==> config.mk <==
export PLATFORM = sky130hd
export DESIGN_NAME = flow_lookup_engine_flat
export DESIGN_NICKNAME = d
export VERILOG_FILES = /design/src/rtl/flow_lookup_if.sv /design/src/rtl/flow_lookup_engine.sv /design/src/flat_wrapper.sv
export SDC_FILE = /design/constraint.sdc
export NUM_CORES = 2
export LEC_CHECK = 0
export ABC_AREA = 1
export CAP_MARGIN = 10
export CELL_PAD_IN_SITES_DETAIL_PLACEMENT = 2
export CELL_PAD_IN_SITES_GLOBAL_PLACEMENT = 2
export CORE_UTILIZATION = 36
export DETAILED_ROUTE_END_ITERATION = 10
export PLACE_DENSITY_LB_ADDON = 0.1
export SETUP_SLACK_MARGIN = 0.4
export SYNTH_ARGS = -nofsm -noshare
export SYNTH_HDL_FRONTEND = slang
export SYNTH_SLANG_ARGS = --single-unit
==> constraint.sdc <==
create_clock -name clk -period 5.55 [get_ports clk]
set_input_delay 1.11 -clock clk [delete_from_list [all_inputs] [get_ports clk]]
set_output_delay 1.11 -clock clk [all_outputs]
set_load 0.01 [all_outputs]
==> src/rtl/flow_lookup_if.sv <==
// Bundle for the flow lookup engine: key stream in, lookup results out,
// and the byte-addressed config write/read strobes with their acknowledges.
interface flow_lookup_if #(
   parameter int KEY_WIDTH = 128,
   parameter int ID_WIDTH  = 16
);
   logic [KEY_WIDTH-1:0] flow_key;
   logic                 flow_key_valid;
   logic [7:0]           waddr;
   logic [31:0]          wdata;
   logic                 we;
   logic                 wdone;
   logic [7:0]           raddr;
   logic                 re;
   logic [31:0]          rdata;
   logic                 rdone;
   logic                 result_valid;
   logic                 flow_hit;
   logic [ID_WIDTH-1:0]  flow_id;

   modport master (
      output flow_key, flow_key_valid, waddr, wdata, we, raddr, re,
      input  wdone, rdata, rdone, result_valid, flow_hit, flow_id
   );

   modport slave (
      input  flow_key, flow_key_valid, waddr, wdata, we, raddr, re,
      output wdone, rdata, rdone, result_valid, flow_hit, flow_id
   );
endinterface

==> src/rtl/flow_lookup_engine.sv <==
// Multi-entry 5-tuple flow table: 2-stage pipelined match with lowest-index
// priority, saturating hit/miss/lookup counters, and a small config reg-file.
module flow_lookup_engine #(
   parameter int NUM_ENTRIES = 8,
   parameter int KEY_WIDTH   = 128,
   parameter int ID_WIDTH    = 16,
   parameter int CNT_WIDTH   = 32
) (
   input logic          clk,
   input logic          rst,
   flow_lookup_if.slave bus
);
   localparam int IDX_W = (NUM_ENTRIES > 1) ? $clog2(NUM_ENTRIES) : 1;
   localparam logic [CNT_WIDTH-1:0] CNT_ONE = CNT_WIDTH'(1);
   localparam logic [8:0] ENTRY_LIM = 9'(NUM_ENTRIES);

   logic [KEY_WIDTH-1:0] stage_key;
   logic [ID_WIDTH-1:0]  stage_id;
   logic                 enable;
   logic [7:0]           sel;

   logic [KEY_WIDTH-1:0]   entry_key [NUM_ENTRIES];
   logic [ID_WIDTH-1:0]    entry_id  [NUM_ENTRIES];
   logic [NUM_ENTRIES-1:0] entry_valid;

   logic                   v0, v1;
   logic [KEY_WIDTH-1:0]   key_q;
   logic [NUM_ENTRIES-1:0] match_d, match_q;
   logic                   enc_hit;
   logic [IDX_W-1:0]       enc_idx;
   logic                   res_valid, res_hit;
   logic [ID_WIDTH-1:0]    res_id;

   logic [NUM_ENTRIES-1:0][CNT_WIDTH-1:0] hit_cnt;
   logic [CNT_WIDTH-1:0]   miss_cnt, lookup_cnt;

   logic        wdone_q, rdone_q;
   logic [31:0] rdata_q, rd_mux;

   logic wr_key, wr_id, wr_commit, wr_ctrl, wr_sel, commit_ok, clr, sel_ok;

   assign wr_key    = bus.we && (bus.waddr[7:4] == 4'h0) && (bus.waddr[1:0] == 2'b00);
   assign wr_id     = bus.we && (bus.waddr == 8'h10);
   assign wr_commit = bus.we && (bus.waddr == 8'h14);
   assign wr_ctrl   = bus.we && (bus.waddr == 8'h18);
   assign wr_sel    = bus.we && (bus.waddr == 8'h20);
   assign commit_ok = ({1'b0, bus.wdata[7:0]} < ENTRY_LIM);
   assign clr       = wr_ctrl && bus.wdata[0];
   assign sel_ok    = ({1'b0, sel} < ENTRY_LIM);

   always_ff @(posedge clk) begin
      if (rst) begin
         stage_key   <= '0;
         stage_id    <= '0;
         enable      <= 1'b1;
         sel         <= '0;
         entry_valid <= '0;
         for (int i = 0; i < NUM_ENTRIES; i++) begin
            entry_key[i] <= '0;
            entry_id[i]  <= '0;
         end
      end else begin
         if (wr_key)
            stage_key[{bus.waddr[3:2], 5'b0} +: 32] <= bus.wdata;
         if (wr_id)
            stage_id <= bus.wdata[ID_WIDTH-1:0];
         if (wr_ctrl)
            enable <= bus.wdata[1];
         if (wr_sel)
            sel <= bus.wdata[7:0];
         // Out-of-range commits are dropped silently; wdone still acks them.
         if (wr_commit && commit_ok) begin
            entry_key[bus.wdata[IDX_W-1:0]]   <= stage_key;
            entry_id[bus.wdata[IDX_W-1:0]]    <= stage_id;
            entry_valid[bus.wdata[IDX_W-1:0]] <= bus.wdata[31];
         end
      end
   end

   // Stage 1 compares against the live table, so a commit landing on the
   // same edge as the key sample is seen by that key, a later one is not.
   always_comb begin
      match_d = '0;
      for (int i = 0; i < NUM_ENTRIES; i++)
         match_d[i] = entry_valid[i] && (key_q == entry_key[i]);
   end

   always_comb begin
      enc_hit = 1'b0;
      enc_idx = '0;
      for (int i = NUM_ENTRIES - 1; i >= 0; i--) begin
         if (match_q[i]) begin
            enc_hit = 1'b1;
            enc_idx = IDX_W'(i);
         end
      end
   end

   always_ff @(posedge clk) begin
      if (rst) begin
         v0        <= 1'b0;
         v1        <= 1'b0;
         key_q     <= '0;
         match_q   <= '0;
         res_valid <= 1'b0;
         res_hit   <= 1'b0;
         res_id    <= '0;
      end else begin
         v0 <= bus.flow_key_valid && enable;
         if (bus.flow_key_valid && enable)
            key_q <= bus.flow_key;
         v1        <= v0;
         match_q   <= v0 ? match_d : '0;
         res_valid <= v1;
         res_hit   <= v1 && enc_hit;
         res_id    <= (v1 && enc_hit) ? entry_id[enc_idx] : '0;
      end
   end

   // Counters bump on the edge the result is registered; a clear on that
   // same edge takes precedence.
   always_ff @(posedge clk) begin
      if (rst || clr) begin
         hit_cnt    <= '0;
         miss_cnt   <= '0;
         lookup_cnt <= '0;
      end else if (v1) begin
         if (lookup_cnt != '1)
            lookup_cnt <= lookup_cnt + CNT_ONE;
         if (enc_hit) begin
            if (hit_cnt[enc_idx] != '1)
               hit_cnt[enc_idx] <= hit_cnt[enc_idx] + CNT_ONE;
         end else if (miss_cnt != '1) begin
            miss_cnt <= miss_cnt + CNT_ONE;
         end
      end
   end

   always_comb begin
      rd_mux = '0;
      case (bus.raddr)
         8'h18:   rd_mux = {30'b0, enable, 1'b0};
         8'h20:   rd_mux = {24'b0, sel};
         8'h24:   rd_mux = sel_ok ? 32'(hit_cnt[sel[IDX_W-1:0]]) : 32'b0;
         8'h28:   rd_mux = 32'(miss_cnt);
         8'h2C:   rd_mux = 32'(lookup_cnt);
         8'h30:   rd_mux = 32'(NUM_ENTRIES);
         default: rd_mux = '0;
      endcase
   end

   always_ff @(posedge clk) begin
      if (rst) begin
         wdone_q <= 1'b0;
         rdone_q <= 1'b0;
         rdata_q <= '0;
      end else begin
         wdone_q <= bus.we;
         rdone_q <= bus.re;
         rdata_q <= bus.re ? rd_mux : 32'b0;
      end
   end

   assign bus.wdone        = wdone_q;
   assign bus.rdone        = rdone_q;
   assign bus.rdata        = rdata_q;
   assign bus.result_valid = res_valid;
   assign bus.flow_hit     = res_hit;
   assign bus.flow_id      = res_id;

endmodule

==> src/flat_wrapper.sv <==
// flat-port wrapper written by rule: the top's interface ports become plain ports
module flow_lookup_engine_flat 
#(
   parameter int NUM_ENTRIES = 8,
   parameter int KEY_WIDTH   = 128,
   parameter int ID_WIDTH    = 16,
   parameter int CNT_WIDTH   = 32
)
  (clk, rst, bus_flow_key, bus_flow_key_valid, bus_waddr, bus_wdata, bus_we, bus_raddr, bus_re, bus_wdone, bus_rdata, bus_rdone, bus_result_valid, bus_flow_hit, bus_flow_id);
  flow_lookup_if #(.KEY_WIDTH(KEY_WIDTH), .ID_WIDTH(ID_WIDTH)) bus_i ();
  input logic clk;
  input logic rst;
  input wire logic [$bits(bus_i.flow_key)-1:0] bus_flow_key;
  input wire logic [$bits(bus_i.flow_key_valid)-1:0] bus_flow_key_valid;
  input wire logic [$bits(bus_i.waddr)-1:0] bus_waddr;
  input wire logic [$bits(bus_i.wdata)-1:0] bus_wdata;
  input wire logic [$bits(bus_i.we)-1:0] bus_we;
  input wire logic [$bits(bus_i.raddr)-1:0] bus_raddr;
  input wire logic [$bits(bus_i.re)-1:0] bus_re;
  output wire logic [$bits(bus_i.wdone)-1:0] bus_wdone;
  output wire logic [$bits(bus_i.rdata)-1:0] bus_rdata;
  output wire logic [$bits(bus_i.rdone)-1:0] bus_rdone;
  output wire logic [$bits(bus_i.result_valid)-1:0] bus_result_valid;
  output wire logic [$bits(bus_i.flow_hit)-1:0] bus_flow_hit;
  output wire logic [$bits(bus_i.flow_id)-1:0] bus_flow_id;
  assign bus_i.flow_key = bus_flow_key;
  assign bus_i.flow_key_valid = bus_flow_key_valid;
  assign bus_i.waddr = bus_waddr;
  assign bus_i.wdata = bus_wdata;
  assign bus_i.we = bus_we;
  assign bus_i.raddr = bus_raddr;
  assign bus_i.re = bus_re;
  assign bus_wdone = bus_i.wdone;
  assign bus_rdata = bus_i.rdata;
  assign bus_rdone = bus_i.rdone;
  assign bus_result_valid = bus_i.result_valid;
  assign bus_flow_hit = bus_i.flow_hit;
  assign bus_flow_id = bus_i.flow_id;
  flow_lookup_engine #(.NUM_ENTRIES(NUM_ENTRIES), .KEY_WIDTH(KEY_WIDTH), .ID_WIDTH(ID_WIDTH), .CNT_WIDTH(CNT_WIDTH)) u_core (.clk(clk), .rst(rst), .bus(bus_i));
endmodule
==> results.sh <==
export IMPL_status="completed"
export IMPL_finalWirelength_mm=440
export IMPL_met2_length_mm=192
export IMPL_num_vias=77000
export IMPL_place_area_um2=91800
export IMPL_postCtsSetupRepairBufs=0
export IMPL_synth_edf_count=1152
export IMPL_slew_limit_headroom=0.110
export IMPL_period_share=0.862
export IMPL_min_to="u_core.stage_key[71]"
export IMPL_rrSetupSlack_ps=770
export IMPL_fin_nets=9807
export IMPL_path_clk_slew_ps=60
export IMPL_p_comb_frac=0.073
export IMPL_p_total_w=0.0318
export IMPL_r2r_cells=9
export IMPL_ant_nets=0
export IMPL_area_growth_pct=15.7
export IMPL_p_sw_w=0.00827
export IMPL_worstMarginPinSlew_ps=1330
export IMPL_intPower_w=0.0236
export IMPL_drc=0
export IMPL_place_congestion=0.966
export IMPL_fillers=25400
export IMPL_wl_per_cell_um=33.9
export IMPL_timing_rr_end="u_core.match_q[3]"
export IMPL_synthTopCellsByCount="nor2_1, nand2_1, edfxtp_1"
export IMPL_fmax_mhz=209
export IMPL_worst_path_max_delay_cell="clkinv_1"
export IMPL_num_io_pins=233
export IMPL_grt_overflow=0
export IMPL_antenna_found_initial=50
export IMPL_ys_async_sr_fraction=0
export IMPL_viasPerCell=5.94
export IMPL_numClockSinks=1823
export IMPL_synth_yosys_seq_area_share=0.563
export IMPL_final_hold_viol_count=0
export IMPL_endpoint_kind="flop"
export IMPL_first_pass_iters=5
export IMPL_dieWidth_um=489
export IMPL_ctsHoldBuffers=0
export IMPL_dieArea_um2=239000
export IMPL_wl_met3_mm=41.7
export IMPL_synth_area_leaders="edfxtp_1, dfxtp_1, nor2_1, nand2_1, xnor2_1"
export IMPL_min_period_ps=4780
export IMPL_start_kind="flop"
export IMPL_start_util=0.363
export IMPL_syn_avg_cell_area_um2=8.96
export IMPL_track_usage=0.361
export IMPL_cpMostUsedCell="nor4_1"
export IMPL_power_frac_seq=0.478
export IMPL_grt_pass1_vias=78100
export IMPL_dpl_hpwl_mm=305
export IMPL_synth_nets=9716
export IMPL_rsz0062_at_grt="no"
export IMPL_grt_pass1_wl_mm=607
export IMPL_p_clk_frac=0.449
export IMPL_wl_met1_mm=184
export IMPL_synth_main_ff_cell="edfxtp_1"
export IMPL_synthDistinctLibCells=52
export IMPL_cts_root_buf="clkbuf_16"
export IMPL_multiInputGateArea_um2=32000
export IMPL_synthCells=9527
export IMPL_grt_max_degree=147
export IMPL_numCtsBuffers=213
export IMPL_fin_skew_ps=43.8
export IMPL_layout_setup_ws_ps=765
export IMPL_yosysTopAreaCellShare=0.405
export IMPL_required_ps=6340
export IMPL_hold_slack_ps=453
export IMPL_worst_path_max_fanout=7
export IMPL_cts_htree_levels=4
export IMPL_synth_area_um2=85400
export IMPL_critPathMaxStageDelay_ps=820
export IMPL_core_area_um2=235000
export IMPL_r2r_start="u_core.key_q[119]"
export IMPL_cts_tree="done"
export IMPL_crit_chain="clkinv_1, nand2_1, o21ai_0, nor4_1, nand4_1, nor4_1, nand3b_1, nor4_2, buf_4"
export IMPL_maxCapViolCount=0
export IMPL_synth_area_leader_cell="edfxtp_1"
export IMPL_ir_worst_vdd_uv=243
export IMPL_hold_path_class="reg2reg"
export IMPL_synth_warnings=0
export IMPL_num_rows=178
export IMPL_die_y_um=489
export IMPL_drt_iter0_markers=9035
export IMPL_whs_path_depth=2
export IMPL_powerDensity_nw_per_um2=322
export IMPL_min_from="u_core.stage_key[71]"
export IMPL_slew_viol_final=0
export IMPL_cts_resized=0
export IMPL_final_cell_area_um2=98800
export IMPL_post_place_ws_ps=909
export IMPL_topRoutingLayerUsed="met5"
export IMPL_portBuffers=232
export IMPL_finalSetupViolCount=0
export IMPL_clk_latency_ps=880
export IMPL_critPathKind="reg2reg"
export IMPL_drive_gt1_frac=0.0735
export IMPL_cts_max_path_buffers=3
export IMPL_synth_most_common_cell="nor2_1"
export IMPL_register_area_um2=48000
export IMPL_ys_ff_latch=1823
export IMPL_crit_arrival_ps=5580
export IMPL_swShare=0.260
export IMPL_leakagePower_nw=36.2
==> per-stage QoR <==
| step | utilization | cells | setup TNS, ps |
|---|---|---|---|
| 6_report | 0.420 | 13000 | 0 |
| 2_1_floorplan | - | 9527 | -212920 |
| 4_1_cts | 0.420 | 13000 | 0 |
| 3_5_place_dp | 0.390 | 12600 | 0 |
| 3_3_place_gp | 0.390 | 12600 | 0 |
| 5_1_grt | 0.420 | 13000 | 0 |
==> worst max path at each step <==
| stage | start | to | slack [ps] |
|---|---|---|---|
| final | u_core.key_q[119] | u_core.match_q[3] | 770 |
| after global routing | u_core.match_q[3] | u_core.hit_cnt[243] | 690 |
| after CTS | u_core.match_q[3] | u_core.hit_cnt[70] | 980 |
| after detailed placement | bus_wdata[7] | u_core.entry_id[1][0] | 910 |
| after global placement | bus_wdata[7] | u_core.entry_id[1][0] | 980 |
| after floorplan | rst | u_core.entry_id[2][0] | -300 |
==> cell usage in the layout (no fill, tap or decap), types with 61 or more instances in the layout <==
cell type and n:
a211oi_1 94, a21oi_1 376, a221oi_1 72, a22o_1 65, buf_4 189, clkbuf_1 78
clkbuf_16 217, clkdlybuf4s50_1 230, clkinv_1 193, dfxtp_1 668, edfxtp_1 1152, inv_1 669
nand2_1 1319, nand3_1 252, nand4_1 325, nor2_1 1990, nor3_1 61, nor4_1 131
o211ai_1 72, o21ai_0 524, o22ai_1 82, or2_2 92, xnor2_1 440, xor2_1 157
==> critical path, delay by kind of cell, from the launching register on <==
family,cells,cell delay [ps]
compound gates,1,120
buf+inv,2,1120
flops,1,800
simple gates,6,2640
==> cells by family (layout without fill, tap and decap cells) <==
| group | after synthesis | count (layout) | share of synthesized area |
|---|---|---|---|
| adders and majority gates | 8 | 8 | 0.00117 |
| and+or+nand+nor | 4281 | 4281 | 0.214 |
| DFF | 1823 | 1823 | 0.563 |
| xor gates and xnor gates | 598 | 598 | 0.0614 |
| buffers and inverters | 1445 | 1722 | 0.0665 |
| other | 0 | 14 | 0 |
| AOI/OAI and AO/OA | 1372 | 1372 | 0.0947 |
==> state kept, by name, summed over array words and instances, names as in the netlist, 8 cells and up <==
signal	cells
u_core.stage_key	128
u_core.match_q	8
u_core.entry_valid	8
u_core.miss_cnt	32
u_core.lookup_cnt	32
u_core.entry_key	1024
u_core.entry_id	128
u_core.bus.rdata	32
u_core.key_q	128
u_core.sel	8
u_core.bus.flow_id	16
u_core.hit_cnt	256
u_core.stage_id	16
==> layout make-up <==
type	count	area share
antenna	14	0.000355
clock buffer	327	0.0624
clock inverter	74	0.00774
inverter	854	0.0327
multi-input combinational	6259	0.324
sequential	1823	0.486
tap	3150	0.0399
timing repair buffer	467	0.0471
==> per-layer routing <==
metal / vias up / track usage
li1: 32200 / -
met1: 40300 / 0.495
met2: 3716 / 0.553
met3: 850 / 0.0680
met4: 26 / 0.160
met5: - / 0
==> power by group through the flow <==
stage / Clock (W) / Combinational [W] / Sequential [W]
3_5_place_dp: 0 / 0.00224 / 0.0155
2_1_floorplan: 0 / 0.00120 / 0.0152
4_1_cts: 0.0144 / 0.00226 / 0.0152
5_1_grt: 0.0148 / 0.00237 / 0.0152
3_3_place_gp: 0 / 0.00218 / 0.0154
6_report: 0.0143 / 0.00232 / 0.0152
Power figures use the tool's default switching activity.
